[config.mk]
export PLATFORM = sky130hd
export DESIGN_NAME = imem_loader_flat
export DESIGN_NICKNAME = d
export VERILOG_FILES = /design/src/rtl/imem_loader_if.sv /design/src/rtl/imem_loader.sv /design/src/flat_wrapper.sv
export SDC_FILE = /design/constraint.sdc
export NUM_CORES = 1
export LEC_CHECK = 0
export ABC_AREA = 1
export ABC_CLOCK_PERIOD_IN_PS = 3000
export CAP_MARGIN = 0
export CORE_ASPECT_RATIO = 1.5
export CORE_UTILIZATION = 34
export DETAILED_ROUTE_END_ITERATION = 10
export SETUP_SLACK_MARGIN = 0.1
export SLEW_MARGIN = 30
export SYNTH_ARGS = -nofsm -noshare
export SYNTH_HDL_FRONTEND = slang
export SYNTH_SLANG_ARGS = --single-unit
export TNS_END_PERCENT = 30
[constraint.sdc]
create_clock -name clock -period 3 [get_ports clock]
set_input_delay 0.6 -clock clock [delete_from_list [all_inputs] [get_ports clock]]
set_output_delay 0.6 -clock clock [all_outputs]
set_load 0.02 [all_outputs]
[src/rtl/imem_loader_if.sv]
// Byte-stream handshake plus instruction-memory write port of the loader.
interface imem_loader_if;
  logic [7:0]  byte_in;
  logic        byte_valid;
  logic        byte_ready;
  logic        mem_we;
  logic [31:0] mem_addr;
  logic [31:0] mem_wdata;

  // Stream source / memory side (e.g. boot ROM reader and memory wrapper).
  modport master (
    output byte_in, byte_valid,
    input  byte_ready, mem_we, mem_addr, mem_wdata
  );

  // Loader side.
  modport slave (
    input  byte_in, byte_valid,
    output byte_ready, mem_we, mem_addr, mem_wdata
  );
endinterface

[src/rtl/imem_loader.sv]
// Boot-time instruction-memory loader: parses a 16-bit word-count header,
// assembles big-endian words, writes them to consecutive word addresses and
// validates a trailing XOR checksum. Holds the CPU until a good load.
//
// state   | meaning
// --------+---------------------------------------------------------
// IDLE    | after reset, waiting for start
// LEN_HI  | expecting word-count high byte
// LEN_LO  | expecting word-count low byte, range-checked on arrival
// DATA    | accepting instruction bytes, one write per 4 bytes
// CHECK   | expecting checksum byte
// DONE    | load good, CPU released (sticky until start/reset)
// ERROR   | overflow or bad checksum, CPU held (sticky until start/reset)
module imem_loader #(
  parameter int ADDR_WIDTH = 8
) (
  input  logic        clock,
  input  logic        reset,
  input  logic        start,
  imem_loader_if.slave bus,
  output logic        cpu_hold,
  output logic        done,
  output logic        error
);

  typedef enum logic [2:0] {
    S_IDLE, S_LEN_HI, S_LEN_LO, S_DATA, S_CHECK, S_DONE, S_ERROR
  } state_t;

  // 17 bits so that 2^ADDR_WIDTH is representable even at ADDR_WIDTH=16.
  localparam logic [16:0] MAX_WORDS = 17'(1) << ADDR_WIDTH;

  state_t      state_q, state_d;
  logic [15:0] len_q, len_d;
  logic [15:0] word_idx_q, word_idx_d;
  logic [1:0]  byte_idx_q, byte_idx_d;
  logic [23:0] shift_q, shift_d;
  logic [7:0]  csum_q, csum_d;
  logic        mem_we_q, mem_we_d;
  logic [31:0] mem_addr_q, mem_addr_d;
  logic [31:0] mem_wdata_q, mem_wdata_d;
  logic        cpu_hold_q, cpu_hold_d;
  logic        done_q, done_d;
  logic        error_q, error_d;

  logic        ready;
  logic        xfer;
  logic [15:0] len_full;
  logic [15:0] word_idx_inc;

  // Ready is a pure decode of registered state, so it never depends on valid.
  assign ready        = (state_q == S_LEN_HI) || (state_q == S_LEN_LO) ||
                        (state_q == S_DATA)   || (state_q == S_CHECK);
  assign xfer         = bus.byte_valid && ready;
  assign len_full     = {len_q[15:8], bus.byte_in};
  assign word_idx_inc = word_idx_q + 16'd1;

  assign bus.byte_ready = ready;
  assign bus.mem_we     = mem_we_q;
  assign bus.mem_addr   = mem_addr_q;
  assign bus.mem_wdata  = mem_wdata_q;
  assign cpu_hold       = cpu_hold_q;
  assign done           = done_q;
  assign error          = error_q;

  // Next-state and datapath updates; mem_we is a single-cycle pulse.
  always_comb begin
    state_d     = state_q;
    len_d       = len_q;
    word_idx_d  = word_idx_q;
    byte_idx_d  = byte_idx_q;
    shift_d     = shift_q;
    csum_d      = csum_q;
    mem_we_d    = 1'b0;
    mem_addr_d  = mem_addr_q;
    mem_wdata_d = mem_wdata_q;
    cpu_hold_d  = cpu_hold_q;
    done_d      = done_q;
    error_d     = error_q;

    case (state_q)
      S_IDLE, S_DONE, S_ERROR: begin
        if (start) begin
          state_d    = S_LEN_HI;
          done_d     = 1'b0;
          error_d    = 1'b0;
          word_idx_d = '0;
          byte_idx_d = '0;
          csum_d     = '0;
          cpu_hold_d = 1'b1;
        end
      end
      S_LEN_HI: begin
        if (xfer) begin
          len_d[15:8] = bus.byte_in;
          state_d     = S_LEN_LO;
        end
      end
      S_LEN_LO: begin
        if (xfer) begin
          len_d = len_full;
          if ({1'b0, len_full} > MAX_WORDS) begin
            state_d = S_ERROR;
            error_d = 1'b1;
          end else if (len_full == 16'd0) begin
            state_d = S_CHECK;
          end else begin
            state_d = S_DATA;
          end
        end
      end
      S_DATA: begin
        if (xfer) begin
          shift_d    = {shift_q[15:0], bus.byte_in};
          csum_d     = csum_q ^ bus.byte_in;
          byte_idx_d = byte_idx_q + 2'd1;
          if (byte_idx_q == 2'd3) begin
            mem_we_d    = 1'b1;
            mem_addr_d  = 32'({word_idx_q, 2'b00});
            mem_wdata_d = {shift_q, bus.byte_in};
            word_idx_d  = word_idx_inc;
            if (word_idx_inc == len_q) state_d = S_CHECK;
          end
        end
      end
      S_CHECK: begin
        if (xfer) begin
          if (bus.byte_in == csum_q) begin
            state_d    = S_DONE;
            done_d     = 1'b1;
            cpu_hold_d = 1'b0;
          end else begin
            state_d = S_ERROR;
            error_d = 1'b1;
          end
        end
      end
      default: state_d = S_IDLE;
    endcase
  end

  // State register with synchronous reset; reset overrides start.
  always_ff @(posedge clock) begin
    if (reset) begin
      state_q     <= S_IDLE;
      len_q       <= '0;
      word_idx_q  <= '0;
      byte_idx_q  <= '0;
      shift_q     <= '0;
      csum_q      <= '0;
      mem_we_q    <= 1'b0;
      mem_addr_q  <= '0;
      mem_wdata_q <= '0;
      cpu_hold_q  <= 1'b1;
      done_q      <= 1'b0;
      error_q     <= 1'b0;
    end else begin
      state_q     <= state_d;
      len_q       <= len_d;
      word_idx_q  <= word_idx_d;
      byte_idx_q  <= byte_idx_d;
      shift_q     <= shift_d;
      csum_q      <= csum_d;
      mem_we_q    <= mem_we_d;
      mem_addr_q  <= mem_addr_d;
      mem_wdata_q <= mem_wdata_d;
      cpu_hold_q  <= cpu_hold_d;
      done_q      <= done_d;
      error_q     <= error_d;
    end
  end

endmodule

[src/flat_wrapper.sv]
// flat-port wrapper written by rule: the top's interface ports become plain ports
module imem_loader_flat 
#(
  parameter int ADDR_WIDTH = 8
)
  (clock, reset, start, cpu_hold, done, error, bus_byte_in, bus_byte_valid, bus_byte_ready, bus_mem_we, bus_mem_addr, bus_mem_wdata);
  imem_loader_if bus_i ();
  input  logic clock;
  input  logic reset;
  input  logic start;
  output logic cpu_hold;
  output logic done;
  output logic error;
  input wire logic [$bits(bus_i.byte_in)-1:0] bus_byte_in;
  input wire logic [$bits(bus_i.byte_valid)-1:0] bus_byte_valid;
  output wire logic [$bits(bus_i.byte_ready)-1:0] bus_byte_ready;
  output wire logic [$bits(bus_i.mem_we)-1:0] bus_mem_we;
  output wire logic [$bits(bus_i.mem_addr)-1:0] bus_mem_addr;
  output wire logic [$bits(bus_i.mem_wdata)-1:0] bus_mem_wdata;
  assign bus_i.byte_in = bus_byte_in;
  assign bus_i.byte_valid = bus_byte_valid;
  assign bus_byte_ready = bus_i.byte_ready;
  assign bus_mem_we = bus_i.mem_we;
  assign bus_mem_addr = bus_i.mem_addr;
  assign bus_mem_wdata = bus_i.mem_wdata;
  imem_loader #(.ADDR_WIDTH(ADDR_WIDTH)) u_core (.clock(clock), .reset(reset), .start(start), .bus(bus_i), .cpu_hold(cpu_hold), .done(done), .error(error));
endmodule
* Word-level counts from Yosys, hierarchy flattened
Index checks and enable logic that the tools add are counted.
Word-level totals: register bits 121, word-level logic and storage cells 96
Operators by class: add/sub/neg operators 2, magnitude comparators 1, equality and inequality tests 19, mux-type cells 37, bitwise gates (word level) 4, reduce and logical (&&, ||, !) cells 20
Operators by type and width (count):
- two-way mux 16 bit | 3
- one-hot mux 16 bit (2 select lines) | 1
- one-hot mux 8 bit (2 select lines) | 2
- two-way mux 3 bit | 9
- two-way mux 8 bit | 3
- adder 16 x 1 -> 16 bit, second input constant | 1
- equality test 16 bit | 1
- greater-than comparator 16 x 9 -> 1 bit, second input constant | 1
- logical NOT 16 bit | 1
- one-hot mux 3 bit (5 select lines) | 1
- != test 2 bit, second input constant | 6
- two-way mux 1 bit | 11
- equality test 3 bit, second input constant | 3
- AND reduction 3 bit | 3
- equality test 8 bit | 1
- != test 2 x 1 -> 1 bit, second input constant | 4
- AND reduction 4 bit | 2
- bitwise XOR 8 bit | 1
- AND reduction 7 bit | 1
- equality test 3 x 2 -> 1 bit, second input constant | 2
- two-way mux 2 bit | 3
- AND reduction 6 bit | 1
- OR reduction 3 bit | 2
- one-hot mux 1 bit (2 select lines) | 2
- 12 further kinds | 18

* Logic depth before layout (Yosys ltp)
Gate-level depths: netlist (run 1).
depth after elaboration 7, gate-level depth with buffers 15, gate-level depth less buffers 15

* Worst setup path after synthesis (run 1)
OpenSTA, ideal clock, no wires.
kind flip-flop to flip-flop, start reg u_core.word_idx_q[0], end reg u_core.state_q[0], setup time 0.115 ns, arrival 1.651 ns, required time 2.885 ns, setup slack 1.234 ns, cell stages (with the launch flop) 13, path buffers 0, path through dfxtp_1 -> ha_1 -> nand2_1 -> nor2_4 -> nand2_1 -> nor2_1 -> xor2_1 -> nand2_1 -> nand2_1 -> nor2_2 -> nand3_2 -> a21oi_1 -> nor2_1
Between the ends: longest elaborated chain between the ends 4
RTL lines:
- start: declaration | RTL line imem_loader.sv:35 | logic [15:0] word_idx_q, word_idx_d;
- start signal: assignment | RTL line imem_loader.sv:160 | word_idx_q <= word_idx_d;
- adder 16 x 1 -> 16 bit | RTL line imem_loader.sv:56 | assign word_idx_inc = word_idx_q + 16'd1;
- equality test 16 bit | RTL line imem_loader.sv:122 | if (word_idx_inc == len_q) state_d = S_CHECK;
- != test 2 bit (no line)
- AND reduction 7 bit (no line)
- end signal: assignment | RTL line imem_loader.sv:158 | state_q <= state_d;
- end: declaration | RTL line imem_loader.sv:33 | state_t state_q, state_d;
Every way passes these cells. A chain may end at the register's enable or synchronous reset.

* Worst setup path in the final report (run 1)
start reg u_core.state_q[2], end out bus_byte_ready
Between the ends: longest elaborated chain between the ends 4, elaborated cells between the ends (all ways) 7
RTL lines:
- equality test 3 x 1 -> 1 bit or equality test 3 x 2 -> 1 bit (tied branches) | RTL line imem_loader.sv:52 | assign ready = (state_q == S_LEN_HI) || (state_q == S_LEN_LO) ||
- logical OR 1 bit (2 in a row) | RTL line imem_loader.sv:52
- logical OR 1 bit * | RTL line imem_loader.sv:53 | (state_q == S_DATA) || (state_q == S_CHECK);
- end: declaration | RTL line flat_wrapper.sv:16 | output wire logic [$bits(bus_i.byte_ready)-1:0] bus_byte_ready;
Every way passes the cells marked *; elsewhere a longest branch is shown, timed or not.

==> implementation parameters, run 1 <==
Parameter                              Value

STA
  Remaining max-slew budget at the tightest pin ... 59.74%
  Slew of the pin with the lowest slew margin ... 0.6032 ns
  Time the worst path needs with I/O delays and setup ... 2.776 ns
  Setup total negative slack ... 0 ns
  Worst hold slack ... 0.4644 ns
  Hold Vio Cnt, Final ... 0
  Setup clock skew after layout ... 0.009717 ns
  Max-slew violation total from the final report ... 0
  Ratio of final minimum period to clock period ... 92.52%
  Setup repair after global routing missed its margin ... false
  Highest achievable clock rate ... 0.3603 GHz
  Final Setup Violations ... 0

Detailed routing
  Total number of vias ... 4885
  Initial DRC Count ... 173
  Detailed-route DRC error count ... 0
  Final wirelength ... 14.35 mm
  Remaining antenna violation count ... 0
  Number of search-and-repair iterations in the first detailed-routing pass ... 5
  Number of vias per cell ... 4.837
  Routed length per instance ... 14.21 um

Yosys
  Number of distinct standard cells referenced by the synthesized netlist ... 31
  Number of enable-type register cells in the synthesized netlist ... 0
  Yosys synthesis warning count ... 0
  Async SR Flop Fraction ... 0%
  Ranking of synthesized cells by area ... sky130_fd_sc_hd__dfxtp_1, sky130_fd_sc_hd__o21ai_0, sky130_fd_sc_hd__nand2_1
  Commonest register cell after synthesis ... sky130_fd_sc_hd__dfxtp_1
  Seq cells post-synth ... 121
  Post-synth top area share ... 45.23%
  Post-synthesis instance area ... 5355 um2
  Mean Syn Cell Area ... 7.296 um2
  Largest area contributor in the netlist ... sky130_fd_sc_hd__dfxtp_1
  Gate count after technology mapping ... 734
  Proportion of synthesized chip area in sequential cells ... 45.23%

Setup path
  Top cell by count, worst path ... sky130_fd_sc_hd__inv_1
  Type of the worst setup path ... reg2out
  Ordered cell list for the critical path ... inv_1 > nor3_1 > nor2_1 > inv_1 > clkdlybuf4s50_1
  CP startpoint kind ... flop
  Worst stage delay on the critical path ... 0.59 ns
  Slowest cell on the critical path ... sky130_fd_sc_hd__clkdlybuf4s50_1
  Required time of the critical path ... 2.40 ns
  Critical path capture point type ... output pin
  CP Data Arrival Time ... 2.18 ns
  Dominant delay contributor by cell family on the critical path ... buffers and inverters
  Highest net fanout along the worst path ... 5
  Worst Path Buf+Inv ... 3

GRT
  Pin count of the biggest net entering global routing ... 38
  Antenna violations before repair ... 0
  Global-route wire length before repair ... 23.36 mm
  GRT Residual Overflow ... 0
  GR Util All Layers ... 18.48%
  Via count of the first global-routing pass ... 4680

Power
  Leakage component of the power ... 2.676 nW
  Power density of the placed cells ... 695.1 nW/um2
  Worst ir drop on vdd ... 395.1 uV

Clocking
  Number of H-tree branching levels ... 4
  Buffers inserted during post-CTS setup optimization ... 0
  Count of hold buffers inserted by post-cts repair ... 0
  Worst-Skew Late Latency ... 0.42 ns
  CTS clock-pin slew for the worst setup and hold paths ... 0.06 ns
  Number of buffers added by the clock tree synthesis step ... 17
  CTS-repair resized insts ... 0
  Cell chosen for the clock root ... sky130_fd_sc_hd__clkbuf_16
  Clock tree from TritonCTS ... built
  Clock Path Buffers ... 2
  Number of sinks on the clock net ... 121

Placement
  Placer congestion estimate ... 0.8930
  Hpwl dp ... 10.48 mm
  Count of input and output buffers ... 64
  Instance area at placement ... 6142 um2
  Number of cells after detailed placement ... 978

Layout
  NumNets Final ... 812
  Fraction of layout instances using a drive strength above 1 ... 8.138%
  Finished Cell Area ... 6704 um2
  Number of standard cells in the final layout excluding fillers ... 1010
  Most frequent cells in the layout ... sky130_fd_sc_hd__nand2_1, sky130_fd_sc_hd__dfxtp_1, sky130_fd_sc_hd__o21ai_0, sky130_fd_sc_hd__a21oi_1, sky130_fd_sc_hd__inv_1
  Layout Area Growth over Synthesis ... 25.19%
  Most common cell after layout, fill and taps aside ... sky130_fd_sc_hd__nand2_1
  Utilization of the core after routing ... 44.08%
  Antenna diodes ... 0

Die
  FP Rows ... 55
  I/O pin count ... 81
  Starting Density ... 35.21%
  Die boundary height ... 155.7 um
  Die Area ... 16270 um2
  Die width ... 104.5 um
  Standard cell core area ... 15210 um2

Run status
  Status ... finished, final reports clean

Job
  Number of max-cap violations ... 0

Worst hold path
  Hold WC Path Type ... reg2reg
==> cell usage after synthesis, types with 3 or more instances <==
library cell and number:
sky130_fd_sc_hd__o211a_1 10, sky130_fd_sc_hd__a21oi_1 79, sky130_fd_sc_hd__inv_1 70, sky130_fd_sc_hd__buf_4 18, sky130_fd_sc_hd__inv_2 4, sky130_fd_sc_hd__xnor2_1 9
sky130_fd_sc_hd__nand3_1 62, sky130_fd_sc_hd__nor2_4 3, sky130_fd_sc_hd__nand2_1 127, sky130_fd_sc_hd__nor2_2 6, sky130_fd_sc_hd__dfxtp_1 121, sky130_fd_sc_hd__buf_2 7
sky130_fd_sc_hd__nand4_1 9, sky130_fd_sc_hd__clkbuf_1 20, sky130_fd_sc_hd__o21ai_0 96, sky130_fd_sc_hd__nor2_1 68, sky130_fd_sc_hd__xor2_1 6
==> state kept, by name (all words and copies together) (netlist names) <==
signal and flops:
u_core.word_idx_q 16, u_core.bus.mem_addr 16, u_core.shift_q 24, u_core.csum_q 8
u_core.cpu_hold 1, u_core.error 1, u_core.state_q 3, u_core.len_q 16
u_core.done 1, u_core.bus.mem_wdata 32, u_core.byte_idx_q 2, u_core.bus.mem_we 1
==> through the flow <==
stage	total power, W	setup WS (ns)
floorplan	0.002534	1.234
global placement	0.002761	0.5103
detailed placement	0.002762	0.4925
CTS	0.004687	0.2036
global route	0.004895	0.1092
finish	0.004660	0.2244
==> layer usage <==
metal | GRT usage, % | wire [um]
met1 | 20.01 | 5983
met2 | 33.65 | 7439
met3 | 3.634 | 491
met4 | 10.00 | 439
met5 | 0 | 0
==> final timing paths <==
path,slack [ns],to,start,depth (start not counted)
worst min-delay path,0.46,u_core.cpu_hold,u_core.cpu_hold,2
worst max-delay path,0.22,bus_byte_ready,u_core.state_q[2],5
worst max register to register,0.81,u_core.state_q[0],u_core.word_idx_q[1],12
worst min register to register,0.46,u_core.cpu_hold,u_core.cpu_hold,2
==> cell families after synthesis <==
group | synth area share [%]
adder cells (fa/ha/maj) | 0.4672
XOR/XNOR | 2.453
other | 0.07003
flip-flops | 45.23
buffers and inverters | 10.12
AND/OR/NAND/NOR | 23.20
AO/OA/AOI/OAI | 18.46
==> power by group <==
group | leakage [nW] | internal [W] | switching [W]
logic | 1.43 | 0.000321 | 0.000597
registers | 0.979 | 0.00173 | 0.0000797
clock network | 0.264 | 0.00112 | 0.000809
total | 2.68 | 0.00317 | 0.00149
==> worst register-to-register path: stages, from the launching register on <==
cell and delay, ns:
sky130_fd_sc_hd__dfxtp_1 0.42, sky130_fd_sc_hd__ha_1 0.23, sky130_fd_sc_hd__nand2_1 0.13, sky130_fd_sc_hd__nor2_4 0.18, sky130_fd_sc_hd__nand2_1 0.11, sky130_fd_sc_hd__nor2_1 0.19, sky130_fd_sc_hd__xor2_1 0.14, sky130_fd_sc_hd__nand2_1 0.08
sky130_fd_sc_hd__nand2_1 0.06, sky130_fd_sc_hd__nor2_2 0.14, sky130_fd_sc_hd__nand3_2 0.17, sky130_fd_sc_hd__a21oi_1 0.17, sky130_fd_sc_hd__nor2_1 0.06
==> final cells by class <==
type	count	area (um2)
flip-flops and latches	121	2422
clock inverters	13	108.9
inverters	76	285.3
fillers	1545	8504
clock buffers	19	452.9
repair buffers	77	738.2
well taps	199	249.0
multi-input cells	505	2447
Power figures use the tool's default switching activity.
==> run 2, diff against run 1 <==
--- a/config.mk
+++ b/config.mk
@@ -6,7 +6,7 @@
 export NUM_CORES = 1
 export LEC_CHECK = 0
 export ABC_AREA = 1
-export ABC_CLOCK_PERIOD_IN_PS = 3000
+export ABC_CLOCK_PERIOD_IN_PS = 2310
 export CAP_MARGIN = 0
 export CORE_ASPECT_RATIO = 1.5
 export CORE_UTILIZATION = 34
==> constraint.sdc (replaced) <==
create_clock -name clock -period 2.31 [get_ports clock]
set_input_delay 0.462 -clock clock [delete_from_list [all_inputs] [get_ports clock]]
set_output_delay 0.462 -clock clock [all_outputs]
set_load 0.02 [all_outputs]
==> run 2 against run 1 <==
Effect of this change: final cell count up 1.5%; routed wire length down 0.48%; first-iteration DRC count up 86%; register-to-register slack worse by 0.57 ns; sequential cell count unchanged; sequential share of layout area down 0.90 points.
==> implementation parameters, run 2 (synthesis gave the netlist of run 1 again) <==
Parameter                              Value

Run status
  Status ... finished, final reports clean

STA
  Highest achievable clock rate ... 0.4829 GHz
  Hold Vio Cnt, Final ... 0
  Ratio of final minimum period to clock period ... 89.65%
  Setup total negative slack ... 0 ns
  Time the worst path needs with I/O delays and setup ... 2.071 ns
  Max-slew violation total from the final report ... 0
  Setup repair after global routing missed its margin ... true
  Final Setup Violations ... 0
  Setup clock skew after layout ... 0.008969 ns

Layout
  Most frequent cells in the layout ... sky130_fd_sc_hd__nand2_1, sky130_fd_sc_hd__dfxtp_1, sky130_fd_sc_hd__o21ai_0, sky130_fd_sc_hd__a21oi_1, sky130_fd_sc_hd__inv_1
  Most common cell after layout, fill and taps aside ... sky130_fd_sc_hd__nand2_1
  Fraction of layout instances using a drive strength above 1 ... 10.77%
  Antenna diodes ... 0
  Number of flip-flops in the largest register ... 32
  Layout Area Growth over Synthesis ... 28.71%
  NumNets Final ... 827

Setup path
  CP Data Arrival Time ... 2.37 ns
  CP startpoint kind ... flop
  Slowest cell on the critical path ... sky130_fd_sc_hd__dfxtp_2
  Type of the worst setup path ... reg2reg
  Required time of the critical path ... 2.61 ns
  Worst r2r path cells ... 10
  Top cell by count, worst path ... sky130_fd_sc_hd__nand3_1
  Worst stage delay on the critical path ... 0.37 ns
  Critical path capture point type ... flop
  Ordered cell list for the critical path ... ha_2 > nand3_1 > nor2_2 > nand4_1 > nand3_1 > nand2_1 > nor3_2 > nand3_4 > a21oi_1 > nor2_1
  Highest net fanout along the worst path ... 6

Worst hold path
  Min-Delay Path Depth ... 2
  Hold WC Path Type ... reg2reg

Power
  Leakage component of the power ... 2.775 nW
  Power density of the placed cells ... 885.4 nW/um2
  Worst ir drop on vdd ... 515.4 uV
  Sum of internal, switching and leakage power ... 0.006103 W

Detailed routing
  Total number of vias ... 4868
  Number of vias per cell ... 4.749
  Detailed-route DRC error count ... 0
  Routed length per instance ... 13.94 um
  Final wirelength ... 14.28 mm
  Remaining antenna violation count ... 0
  Number of search-and-repair iterations in the first detailed-routing pass ... 4
  Initial DRC Count ... 321

Clocking
  CTS clock-pin slew for the worst setup and hold paths ... 0.06 ns
  Clock tree from TritonCTS ... built
  Clock Path Buffers ... 2
  Number of H-tree branching levels ... 4
  Cell chosen for the clock root ... sky130_fd_sc_hd__clkbuf_16
  Count of hold buffers inserted by post-cts repair ... 0
  Number of buffers added by the clock tree synthesis step ... 17
  Number of sinks on the clock net ... 121
  Worst-Skew Late Latency ... 0.41 ns

GRT
  Global-route wire length before repair ... 23.02 mm
  GRT Residual Overflow ... 0
  Antenna violations before repair ... 0
  Pin count of the biggest net entering global routing ... 83
  GR Util All Layers ... 18.28%
  Via count of the first global-routing pass ... 4634

Die
  Die Area ... 16270 um2
  Die boundary height ... 155.7 um
  Starting Density ... 35.21%
  FP Rows ... 55
  I/O pin count ... 81
  Standard cell core area ... 15210 um2
  Die width ... 104.5 um

Placement
  Count of input and output buffers ... 64
  Hpwl dp ... 10.48 mm
  Placer congestion estimate ... 0.8353

Job
  Number of max-cap violations ... 0
-- run 2: changes by cell type in the layout (fill, tap and decap cells not counted), sizes merged --
| cell | delta |
|---|---|
| buf | +15 |
| clkdlybuf4s50 | -1 |
| clkinv | +2 |
| clkinvlp | -1 |
| dlygate4sd2 | +1 |
| inv | -1 |
-- run 2: final cells by class --
type                       count  area, um2
multi-input combinational    505       2469
sequential                   121       2429
fill                        1507       8315
clock inverter                13      108.9
inverter                      76      285.3
clock buffer                  19      452.9
tap                          199      249.0
timing repair buffer          92      899.6
-- run 2: what timing repair did --
item                       4_1_cts  5_1_grt
pin swaps                        0        2
setup endpoints to repair        4        4
gates resized for setup          1       11
setup buffers                    0        1
-- run 2: final timing paths --
| path | startpoint | end | slack [ns] |
|---|---|---|---|
| worst max-delay path | u_core.word_idx_q[0] | u_core.state_q[0] | 0.24 |
| worst min-delay path | u_core.shift_q[19] | u_core.shift_q[19] | 0.46 |
| worst max register to register | u_core.word_idx_q[0] | u_core.state_q[0] | 0.24 |
| worst min register to register | u_core.shift_q[19] | u_core.shift_q[19] | 0.46 |
-- run 2: critical path, delay by kind of cell, from the launching register on --
kind | cells | cell delay, ns
AOI/OAI and AO/OA | 1 | 0.16
and+or+nand+nor | 8 | 1.22
adders and majority gates | 1 | 0.21
DFF | 1 | 0.37
-- run 2: metal layers --
metal	up-vias	wire length, um	track usage, %
met5	-	0	0
met4	0	320	8.980
met3	20	502	3.425
met2	111	7377	32.80
met1	2187	6084	20.64
li1	2550	-	-
-- run 2: where the power goes --
group / internal [W] / leakage (nW) / switching, W / total, W
clock: 0.00145 / 0.269 / 0.00103 / 0.00249
combinational: 0.000474 / 1.52 / 0.000783 / 0.00126
sequential: 0.00225 / 0.981 / 0.000108 / 0.00236
-- run 2: stage by stage --
| stage | cells | util, % | hold slack (ns) | worst slack, ns | area, um2 |
|---|---|---|---|---|---|
| floorplan | 749 | - | 0.4302 | 0.5440 | 5411 |
| global placement | 992 | 41.41 | 0.4474 | -0.002043 | 6297 |
| detailed placement | 992 | 41.41 | 0.4514 | -0.02264 | 6297 |
| CTS | 1024 | 45.09 | 0.4592 | 0.07315 | 6858 |
| global route | 1025 | 45.32 | 0.4948 | 0.09284 | 6893 |
| finish | 1025 | 45.32 | 0.4619 | 0.2391 | 6893 |
==> run 3, diff against run 2 <==
--- a/config.mk
+++ b/config.mk
@@ -11,6 +11,7 @@
 export CORE_ASPECT_RATIO = 1.5
 export CORE_UTILIZATION = 34
 export DETAILED_ROUTE_END_ITERATION = 10
+export GPL_TIMING_DRIVEN = 0
 export SETUP_SLACK_MARGIN = 0.1
 export SLEW_MARGIN = 30
 export SYNTH_ARGS = -nofsm -noshare
==> constraint.sdc (replaced) <==
create_clock -name clock -period 2.31 [get_ports clock]
set_input_delay 0.462 -clock clock [delete_from_list [all_inputs] [get_ports clock]]
set_output_delay 0.462 -clock clock [all_outputs]
set_load 0.05 [all_outputs]
==> run 3 against run 2 <==
Effect of this change: critical path depth shrank 1; fmax shrank 2.6%; global-route usage grew 1.3 points; core utilization is essentially flat; clock power is essentially flat; register-to-register slack lost 0.06 ns; worst setup slack lost 0.056 ns; clock-buffer cell count is the same; highest routed layer unchanged.
==> implementation parameters, run 3 (synthesis gave the netlist of run 1 again) <==
Parameter                              Value

Run status
  Status ... finished, final reports clean

STA
  Slew of the pin with the lowest slew margin ... 0.6647 ns
  Setup repair after global routing missed its margin ... true
  Final Setup Violations ... 0
  Hold Vio Cnt, Final ... 0
  Highest achievable clock rate ... 0.4701 GHz
  Setup clock skew after layout ... 0.01057 ns
  Time the worst path needs with I/O delays and setup ... 2.127 ns
  Setup total negative slack ... 0 ns
  Ratio of final minimum period to clock period ... 92.08%
  Worst hold slack ... 0.4334 ns
  Remaining max-slew budget at the tightest pin ... 55.69%
  Max-slew violation total from the final report ... 0

Die
  I/O pin count ... 81
  FP Rows ... 55
  Die boundary height ... 155.7 um
  Standard cell core area ... 15210 um2
  Die width ... 104.5 um
  Die Area ... 16270 um2
  Starting Density ... 35.21%

Detailed routing
  Number of search-and-repair iterations in the first detailed-routing pass ... 5
  Initial DRC Count ... 294
  Number of vias per cell ... 4.921
  Final wirelength ... 15.65 mm
  Remaining antenna violation count ... 0
  Detailed-route DRC error count ... 0
  Total number of vias ... 5133
  Routed length per instance ... 15.00 um

GRT
  GR Util All Layers ... 19.60%
  Global-route wire length before repair ... 24.53 mm
  Antenna violations before repair ... 0
  Via count of the first global-routing pass ... 4871
  GRT Residual Overflow ... 0
  Pin count of the biggest net entering global routing ... 17

Layout
  Number of standard cells in the final layout excluding fillers ... 1043
  Antenna diodes ... 0
  NumNets Final ... 845
  Layout Area Growth over Synthesis ... 28.81%
  Most common cell after layout, fill and taps aside ... sky130_fd_sc_hd__nand2_1
  Finished Cell Area ... 6898 um2
  Fraction of layout instances using a drive strength above 1 ... 10.55%
  Most frequent cells in the layout ... sky130_fd_sc_hd__nand2_1, sky130_fd_sc_hd__dfxtp_1, sky130_fd_sc_hd__o21ai_0, sky130_fd_sc_hd__a21oi_1, sky130_fd_sc_hd__inv_1
  Number of flip-flops in the largest register ... 32

Power
  Clock network fraction of design power ... 39.8%
  Sw Pwr ... 0.002064 W
  Leakage component of the power ... 2.792 nW
  Net Sw Frac ... 33.33%
  Fraction of power consumed by sequential logic ... 38.1%
  Worst ir drop on vdd ... 470.4 uV
  Power density of the placed cells ... 897.8 nW/um2
  Internal Power ... 0.004129 W
  Share of power burned in combinational logic ... 22.1%

Placement
  Instance area at placement ... 6291 um2
  Count of input and output buffers ... 63
  Placer congestion estimate ... 0.9036
  Hpwl dp ... 11.56 mm
  Number of cells after detailed placement ... 1011

Clocking
  Count of hold buffers inserted by post-cts repair ... 0
  CTS clock-pin slew for the worst setup and hold paths ... 0.06 ns
  Worst-Skew Late Latency ... 0.42 ns
  Clock Path Buffers ... 2
  Number of H-tree branching levels ... 4
  Cell chosen for the clock root ... sky130_fd_sc_hd__clkbuf_16
  Number of sinks on the clock net ... 121
  Buffers inserted during post-CTS setup optimization ... 0
  Number of buffers added by the clock tree synthesis step ... 17
  Clock tree from TritonCTS ... built

Setup path
  Type of the worst setup path ... reg2reg
  Crit path launch ... u_core.word_idx_q[2]
  Ordered cell list for the critical path ... nand3_1 > nor2_2 > nand4_1 > nand3_1 > nand3_1 > nor3_2 > nand3_4 > a21oi_2 > nor2_1
  Worst r2r path cells ... 9
  Worst stage delay on the critical path ... 0.43 ns
  CP startpoint kind ... flop
  Slowest cell on the critical path ... sky130_fd_sc_hd__dfxtp_1
  CP Data Arrival Time ... 2.44 ns
  Critical path capture point type ... flop
  Required time of the critical path ... 2.62 ns
  Worst R2R Start ... u_core.word_idx_q[2]
  Reg-to-reg slack, setup ... 0.18 ns
  Highest net fanout along the worst path ... 6
  Worst reg2reg path endpoint ... u_core.state_q[1]
  Endpoint of the worst setup timing path ... u_core.state_q[1]
  Top cell by count, worst path ... sky130_fd_sc_hd__nand3_1

Job
  Number of max-cap violations ... 0

Worst hold path
  Hold WC Path Type ... in2reg
==> run 3: cell types whose count changed in the layout (fill, tap and decap cells not counted), moves of 2 or more <==
| cell | previous run | this run |
|---|---|---|
| sky130_fd_sc_hd__clkbuf_1 | 0 | 20 |
| sky130_fd_sc_hd__buf_2 | 0 | 8 |
| sky130_fd_sc_hd__buf_4 | 24 | 18 |
| sky130_fd_sc_hd__buf_12 | 4 | 0 |
| sky130_fd_sc_hd__clkinv_4 | 3 | 6 |
| sky130_fd_sc_hd__clkdlybuf4s50_1 | 63 | 61 |
| sky130_fd_sc_hd__clkinvlp_4 | 3 | 1 |
| sky130_fd_sc_hd__inv_2 | 6 | 4 |
| sky130_fd_sc_hd__nor2_1 | 66 | 64 |
| sky130_fd_sc_hd__nor2_2 | 8 | 10 |
| sky130_fd_sc_hd__nor3_4 | 0 | 2 |
==> run 3: worst min path at each step <==
| stage | startpoint | endpoint | slack, ns | cells after the start |
|---|---|---|---|---|
| after floorplan | u_core.shift_q[2] | u_core.bus.mem_wdata[10] | 0.43 | 2 |
| after detailed placement | u_core.cpu_hold | u_core.cpu_hold | 0.45 | 2 |
| after CTS | reset | u_core.word_idx_q[0] | 0.44 | 2 |
| after global routing | reset | u_core.word_idx_q[0] | 0.43 | 2 |
| after global placement | u_core.cpu_hold | u_core.cpu_hold | 0.44 | 2 |
| final | reset | u_core.word_idx_q[1] | 0.43 | 2 |
==> run 3: power groups by stage <==
stage | Clock, W | Sequential [W] | Combinational (W)
after floorplan | 0 | 0.00241 | 0.000967
after global placement | 0 | 0.00239 | 0.00132
after detailed placement | 0 | 0.00240 | 0.00133
after CTS | 0.00249 | 0.00235 | 0.00134
after global routing | 0.00260 | 0.00238 | 0.00152
final | 0.00247 | 0.00236 | 0.00137
==> run 3: worst max-delay path, delay by kind of cell (launching register included) <==
kind,cells,cell delay (ns)
DFF,1,0.43
AOI/OAI and AO/OA,1,0.17
and+or+nand+nor,8,1.43
==> run 3: repair_timing <==
action | CTS | global route
resized for setup | 7 | 18
pin swaps | 0 | 1
setup endpoints to repair | 3 | 31
==> run 3: layout make-up <==
| type | count | area (um2) |
|---|---|---|
| plain buffers | 47 | 257.7 |
| clock buffers | 19 | 442.9 |
| clock inverters | 13 | 111.4 |
| fillers | 1538 | 8310 |
| inverters | 76 | 285.3 |
| multi-input cells | 505 | 2492 |
| flip-flops and latches | 121 | 2431 |
| well taps | 199 | 249.0 |
| repair buffers | 63 | 628.1 |
==> run 3: stage by stage <==
step                total power [W]  utilization [%]  worst slack, ns
floorplan                  0.003379                -           0.5440
global placement           0.003715            41.37          -0.1166
detailed placement         0.003725            41.37          -0.1270
CTS                        0.006179            45.08          0.09784
global route               0.006497            45.36          0.05492
finish                     0.006193            45.36           0.1830
==> run 3: layer usage <==
layer | routed length (um) | up-vias | global-route usage (%)
li1 | - | 2584 | -
met4 | 398 | 0 | 8.231
met1 | 6393 | 2400 | 21.18
met5 | 0 | - | 0
met2 | 8283 | 124 | 37.43
met3 | 575 | 25 | 3.049
